[src/rtl/hex_disp_pkg.sv]
// Shared types and constants for the 7-segment HEX bank controller.
// Segment codes are active-low {g..a}.
package hex_disp_pkg;

   typedef enum logic [1:0] {IDLE, SHIFT, FORMAT} state_t;

   localparam logic [6:0] SEG_BLANK = 7'h7F;
   localparam logic [6:0] SEG_DASH  = 7'h3F;

   localparam logic [6:0] DIGIT_SEGS [10] = '{
      7'h40, 7'h79, 7'h24, 7'h30, 7'h19,
      7'h12, 7'h02, 7'h78, 7'h00, 7'h10
   };

   // Largest value representable on n decimal digits.
   function automatic longint unsigned max_display(input int n);
      longint unsigned p;
      p = 1;
      for (int i = 0; i < n; i++) p = p * 10;
      return p - 1;
   endfunction

endpackage

[src/rtl/hex_digit_seg.sv]
// One digit of segment decode: dash beats blank beats numeric code.
// Non-decimal codes render as blank.
module hex_digit_seg
   import hex_disp_pkg::*;
(
   input  logic [3:0] digit,
   input  logic       blank,
   input  logic       dash,
   output logic [6:0] seg
);

   always_comb begin
      seg = SEG_BLANK;
      if (dash)
         seg = SEG_DASH;
      else if (blank)
         seg = SEG_BLANK;
      else if (digit <= 4'd9)
         seg = DIGIT_SEGS[digit];
   end

endmodule

[src/rtl/hex_display_ctrl.sv]
// Binary to BCD (shift-add-3, one bit per cycle) driving the HEX bank.
// Segments and overflow are committed together on the FORMAT edge.
module hex_display_ctrl
   import hex_disp_pkg::*;
#(
   parameter int NUM_DIGITS = 6,
   parameter int BIN_W      = 20
) (
   input  logic                    clk,
   input  logic                    reset,
   input  logic                    in_valid,
   output logic                    in_ready,
   input  logic [BIN_W-1:0]        in_value,
   input  logic                    blank_en,
   output logic                    busy,
   output logic                    overflow,
   output logic [7*NUM_DIGITS-1:0] hex_segs
);

   localparam int BCD_W = 4 * NUM_DIGITS;
   localparam int CNT_W = $clog2(BIN_W + 1);
   localparam logic [BIN_W-1:0] MAX_VAL =
      BIN_W'(max_display(NUM_DIGITS));

   state_t                    state;
   logic [BIN_W-1:0]          shift_q;
   logic [BCD_W-1:0]          bcd_q;
   logic [BCD_W-1:0]          bcd_adj;
   logic [CNT_W-1:0]          cnt_q;
   logic                      ovf_q;
   logic                      blank_q;
   logic                      nz;
   logic [NUM_DIGITS-1:0]     dig_blank;
   logic [7*NUM_DIGITS-1:0]   seg_w;

   assign in_ready = (state == IDLE);
   assign busy     = ~in_ready;

   always_comb begin
      bcd_adj = bcd_q;
      for (int i = 0; i < NUM_DIGITS; i++)
         if (bcd_q[4*i +: 4] >= 4'd5)
            bcd_adj[4*i +: 4] = bcd_q[4*i +: 4] + 4'd3;
   end

   // Blank every digit above the most significant nonzero one.
   always_comb begin
      nz        = 1'b0;
      dig_blank = '0;
      for (int i = NUM_DIGITS - 1; i >= 0; i--) begin
         nz           = nz | (bcd_q[4*i +: 4] != 4'd0);
         dig_blank[i] = blank_q & ~nz & (i != 0);
      end
   end

   for (genvar g = 0; g < NUM_DIGITS; g++) begin : g_dig
      hex_digit_seg u_seg (
         .digit (bcd_q[4*g +: 4]),
         .blank (dig_blank[g]),
         .dash  (ovf_q),
         .seg   (seg_w[7*g +: 7])
      );
   end

   always_ff @(posedge clk or posedge reset) begin
      if (reset) begin
         state    <= IDLE;
         shift_q  <= '0;
         bcd_q    <= '0;
         cnt_q    <= '0;
         ovf_q    <= 1'b0;
         blank_q  <= 1'b0;
         overflow <= 1'b0;
         hex_segs <= {NUM_DIGITS{SEG_BLANK}};
      end else begin
         unique case (state)
            IDLE: begin
               if (in_valid) begin
                  shift_q <= in_value;
                  bcd_q   <= '0;
                  cnt_q   <= CNT_W'(BIN_W);
                  ovf_q   <= (in_value > MAX_VAL);
                  blank_q <= blank_en;
                  state   <= SHIFT;
               end
            end
            SHIFT: begin
               {bcd_q, shift_q} <= {bcd_adj, shift_q} << 1;
               cnt_q <= cnt_q - CNT_W'(1);
               if (cnt_q == CNT_W'(1))
                  state <= FORMAT;
            end
            FORMAT: begin
               hex_segs <= seg_w;
               overflow <= ovf_q;
               state    <= IDLE;
            end
            default: state <= IDLE;
         endcase
      end
   end

endmodule

[config.mk]
export PLATFORM = sky130hd
export DESIGN_NAME = hex_display_ctrl
export DESIGN_NICKNAME = d
export VERILOG_FILES = /design/src/rtl/hex_disp_pkg.sv /design/src/rtl/hex_digit_seg.sv /design/src/rtl/hex_display_ctrl.sv
export SDC_FILE = /design/constraint.sdc
export NUM_CORES = 1
export LEC_CHECK = 0
export CAP_MARGIN = 20
export CORE_MARGIN = 2
export CORE_UTILIZATION = 55
export DETAILED_ROUTE_END_ITERATION = 10
export GPL_TIMING_DRIVEN = 0
export HOLD_SLACK_MARGIN = 0.1
export PLACE_DENSITY = 0.8
export SLEW_MARGIN = 30
export SYNTH_ARGS = -nofsm -noshare
export SYNTH_HDL_FRONTEND = slang
export SYNTH_SLANG_ARGS = --single-unit
[constraint.sdc]
create_clock -name clk -period 8.3 [get_ports clk]
set_input_delay 1.66 -clock clk [delete_from_list [all_inputs] [get_ports clk]]
set_output_delay 1.66 -clock clk [all_outputs]
set_load 0.02 [all_outputs]
==> impl.org <==
** Status
- Run status :: finished clean

** Clock network
- CTS saw 96 sinks.
- Number of buffers on the longest clock path :: 2
- TritonCTS built the clock tree.
- Setup Buffers After CTS :: 0
- Buffers inserted during clock tree synthesis total 9.
- Source-to-sink clock delay at the later pin of the worst-skew pair :: 0.36 ns
- The number of hold buffers added after CTS was 0.
- Number of gates given a new drive strength after cts :: 0
- Clock tree root driver cell :: sky130_fd_sc_hd__clkbuf_8
- The H-tree generated during clock tree synthesis spans 3 levels.
- After clock tree synthesis, the clock-pin slew on the worst setup and hold paths is 0.10 ns.

** Synthesis
- Proportion of synthesized flip-flops having asynchronous set or reset :: 1.00
- Cell area after technology mapping :: 5200 sq um
- The number of nets in the synthesized netlist is 601.
- The Yosys step of the flow raised 0 warnings.
- Synth Instances :: 545
- The synthesized design contains 0 enable-type register cells.
- Counting flops and latches in the post-synthesis netlist gives 96.
- Sequential fraction of the synthesis area :: 0.472
- Average size of a mapped cell :: 9.53 sq um
- Top_reg_cell synth :: sky130_fd_sc_hd__dfrtp_1
- Count of cell types in the netlist :: 46

** Drt
- Wire per inst :: 16.1 microns
- In the routed design, unresolved DRC markers number 0.
- In the routed layout, each cell is associated on average with a via count of 5.89.
- Summed over all layers, the routed wires come to 11.9 mm.
- Detailed routing inserted a total of 4366 vias.
- Remaining antenna violation count :: 0
- Detailed Routing Iterations Pass 1 :: 5
- In this run, the number of DRC markers left after iteration 0 of detailed routing was 178.

** Die
- Boundary pin count :: 69
- Area enclosed by the die boundary :: 10200 sq um
- From left edge to right edge, the die measures 101 microns.
- Die outline height :: 101 microns
- Row count :: 35
- The region available for standard cell placement spans 9200 sq um.
- For this configuration, the core starts out at a cell density of 0.565.

** Power and ir drop
- Of the total power, combinational logic draws 0.527.
- Switching power :: 1.08 mW
- Of the total power, the clock network draws 0.129.
- Static leakage power :: 2.61 nW
- Power spread over the standard cell area amounts to 421 nW/um^2.
- Proportion of total power due to net switching :: 0.408
- Overall power consumption after layout is estimated at 2.64 mW.
- Internal power comes to 1.56 mW.
- The share of total power dissipated in sequential elements is 0.344.
- IR Drop Worst-Case VDD :: 162 uV

** Setup path
- The worst setup path is of the register to primary output kind.
- CP required :: 6.64 ns
- The worst setup path is captured at a primary output.
- In this run the register-to-register setup slack is 6.13 ns.
- Critical path peak fanout :: 6
- At the worst endpoint, the arrival time is 1.71 ns.
- Category of the worst setup path launch point :: register

** Cells and area
- Filler cell count :: 745
- Number of nets in the finished design :: 681
- Diodes inserted :: 0
- In the final layout, the share of cells above drive strength 1 is 0.122.
- The area growth from synthesis to layout is 20.6%.
- Once layout is complete, the cells apart from fillers number 741.

** Timing
- Actual slew at the worst max-slew pin :: 0.724 ns
- Dividing the final minimum period by the clock period gives 0.405.
- Post-route clock skew :: 0.0116 ns
- Final hold violation count :: 0
- The worst pin sits at a relative slew slack of 0.516.
- F_max :: 297 MHz
- Adding up every negative setup slack in the final design gives 0 ns.
- Setup violations remaining at the end of the flow were counted as 0.
- Min Tclk post-route :: 3.37 ns
- The final number of max-transition violations came to 0.
- Unrepaired setup endpoints after global routing :: no

** Place
- After legalization and detailed placement, the total HPWL measured 8.56 mm.
- At the end of routability-driven placement, the weighted congestion stood at 0.915.
- The count of buffers added on input and output ports is 68.
- After detailed placement, the design holds a cell count of 725.

** Flow run
- Number of maximum-capacitance constraint violations :: 0

** GRT
- Overall global routing resource usage :: 0.246
- Global routing finished with a remaining overflow of 0.
- The number of antenna violations at the first check in global routing came to 0.
- Entering global routing, the biggest net connects 66 pins.
- Vias in the first global route :: 4237
- Wire length of the first global-routing pass :: 20.1 mm

** Hold path
- In this run the worst hold path is classified as register to register.
registers in the layout, indices dropped and copies added (netlist names):
name,flops
bcd_q,24
blank_q,1
cnt_q,5
hex_segs,42
overflow,1
ovf_q,1
shift_q,20
state,2
critical path, cell delays in order, from the launching register on:
cell and delay, ns:
sky130_fd_sc_hd__dfrtp_1 0.43, sky130_fd_sc_hd__nor2_1 0.26, sky130_fd_sc_hd__clkdlybuf4s50_1 0.66
kinds of logic (layout without fill, tap and decap cells):
logic type                 after synthesis  count (layout)  share of synthesized area
buffers and inverters                   57             142                     0.0448
AOI/OAI and AO/OA                      152             152                      0.199
xor gates and xnor gates                13              13                     0.0219
and+or+nand+nor                        188             188                      0.170
DFF                                     96              96                      0.472
adders and majority gates               32              32                     0.0771
muxes                                    7               7                     0.0142
routing by layer:
layer	vias to the layer above	track usage	wire (microns)
li1	2067	-	-
met1	2173	0.321	5240
met2	109	0.431	6060
met3	17	0.0311	458
met4	0	0.0748	157
met5	-	0	0
power by group through the flow:
stage | sequential (mW) | combinational (mW) | clock [mW]
5_1_grt | 0.940 | 1.54 | 0.363
2_1_floorplan | 1.02 | 0.825 | 0
3_5_place_dp | 0.917 | 1.38 | 0
3_3_place_gp | 0.903 | 1.34 | 0
4_1_cts | 0.909 | 1.39 | 0.344
6_report | 0.908 | 1.39 | 0.340
layout make-up:
class | count | area, sq um | area share
plain buffers | 34 | 146 | 0.0234
clock buffers | 11 | 141 | 0.0226
clock inverters | 5 | 78.8 | 0.0126
inverters | 23 | 91.3 | 0.0146
multi-input cells | 392 | 2510 | 0.400
flip-flops and latches | 96 | 2450 | 0.392
well taps | 111 | 139 | 0.0222
repair buffers | 69 | 708 | 0.113
placed cells by master (no fill, tap or decap), drive strengths merged, types with 3 or more instances in the layout:
| cell type | synthesis | routed |
|---|---|---|
| a21o | 3 | 3 |
| a21oi | 24 | 24 |
| a22o | 4 | 4 |
| a31oi | 19 | 19 |
| and2 | 7 | 7 |
| buf | 14 | 15 |
| clkbuf | 20 | 31 |
| clkdlybuf4s50 | 0 | 68 |
| dfrtp | 54 | 54 |
| dfstp | 42 | 42 |
| ha | 32 | 32 |
| inv | 23 | 24 |
| mux2 | 3 | 3 |
| mux2i | 4 | 4 |
| nand2 | 67 | 67 |
| nand2b | 12 | 12 |
| nand3 | 15 | 15 |
| nor2 | 52 | 52 |
| nor2b | 8 | 8 |
| nor3 | 11 | 11 |
| nor3b | 9 | 9 |
| o211ai | 4 | 4 |
| o21ai | 37 | 37 |
| o21bai | 5 | 5 |
| o22a | 35 | 35 |
| o31ai | 6 | 6 |
| o32ai | 5 | 5 |
| xnor2 | 7 | 7 |
| xor2 | 6 | 6 |
path summary, 6_finish.rpt:
check                                   startpoint                        to  depth (start not counted)
setup / recovery              state[0]$_DFFE_PP0P_                  in_ready                          2
hold / removal             hex_segs[6]$_DFFE_PP1N_   hex_segs[6]$_DFFE_PP1N_                          2
setup reg to reg             bcd_q[16]$_DFFE_PP0P_  hex_segs[10]$_DFFE_PP1N_                          6
hold reg to reg            hex_segs[6]$_DFFE_PP1N_   hex_segs[6]$_DFFE_PP1N_                          2
max in group asynchronous                    reset  hex_segs[15]$_DFFE_PP1N_                          3
min in group asynchronous                    reset   shift_q[10]$_DFFE_PP0P_                          2
cells in the mapped netlist, types with 2 or more instances:
cell / n / area [sq um]
sky130_fd_sc_hd__o211ai_1: 3 / 22.5
sky130_fd_sc_hd__mux2_2: 3 / 33.8
sky130_fd_sc_hd__nand2_1: 67 / 251
sky130_fd_sc_hd__o21bai_1: 5 / 37.5
sky130_fd_sc_hd__dfrtp_1: 54 / 1350
sky130_fd_sc_hd__nand2b_1: 12 / 75.1
sky130_fd_sc_hd__ha_1: 32 / 400
sky130_fd_sc_hd__o21ai_0: 37 / 185
sky130_fd_sc_hd__a21oi_1: 24 / 120
sky130_fd_sc_hd__a32o_1: 2 / 20.0
sky130_fd_sc_hd__nor2b_1: 8 / 50.1
sky130_fd_sc_hd__buf_1: 4 / 15.0
sky130_fd_sc_hd__a2111oi_0: 2 / 17.5
sky130_fd_sc_hd__o32ai_1: 5 / 43.8
sky130_fd_sc_hd__o2bb2ai_1: 2 / 17.5
sky130_fd_sc_hd__nor2_1: 51 / 191
sky130_fd_sc_hd__a21o_1: 3 / 22.5
sky130_fd_sc_hd__o21a_1: 2 / 15.0
sky130_fd_sc_hd__buf_2: 9 / 45.0
sky130_fd_sc_hd__xor2_1: 6 / 52.6
sky130_fd_sc_hd__xnor2_1: 7 / 61.3
sky130_fd_sc_hd__clkbuf_1: 20 / 75.1
sky130_fd_sc_hd__and2_1: 7 / 43.8
sky130_fd_sc_hd__o31ai_1: 6 / 45.0
sky130_fd_sc_hd__mux2i_1: 4 / 40.0
sky130_fd_sc_hd__nor3b_1: 8 / 60.1
sky130_fd_sc_hd__inv_1: 23 / 86.3
sky130_fd_sc_hd__a22o_1: 4 / 35.0
sky130_fd_sc_hd__a31oi_1: 19 / 119
sky130_fd_sc_hd__nor3_1: 11 / 55.1
sky130_fd_sc_hd__nand3_1: 15 / 75.1
sky130_fd_sc_hd__o22a_1: 35 / 307
sky130_fd_sc_hd__dfstp_2: 42 / 1100
through the flow:
step           instance area [sq um]  hold WS, ns  setup WS [ns]   util
2_1_floorplan                   5200        0.438           4.20      -
3_3_place_gp                    6020        0.463           2.86  0.654
3_5_place_dp                    6050        0.473           4.60  0.658
4_1_cts                         6270        0.486           4.95  0.682
5_1_grt                         6270        0.528           4.78  0.682
6_report                        6270        0.485           4.93  0.682
Power figures use the tool's default switching activity.
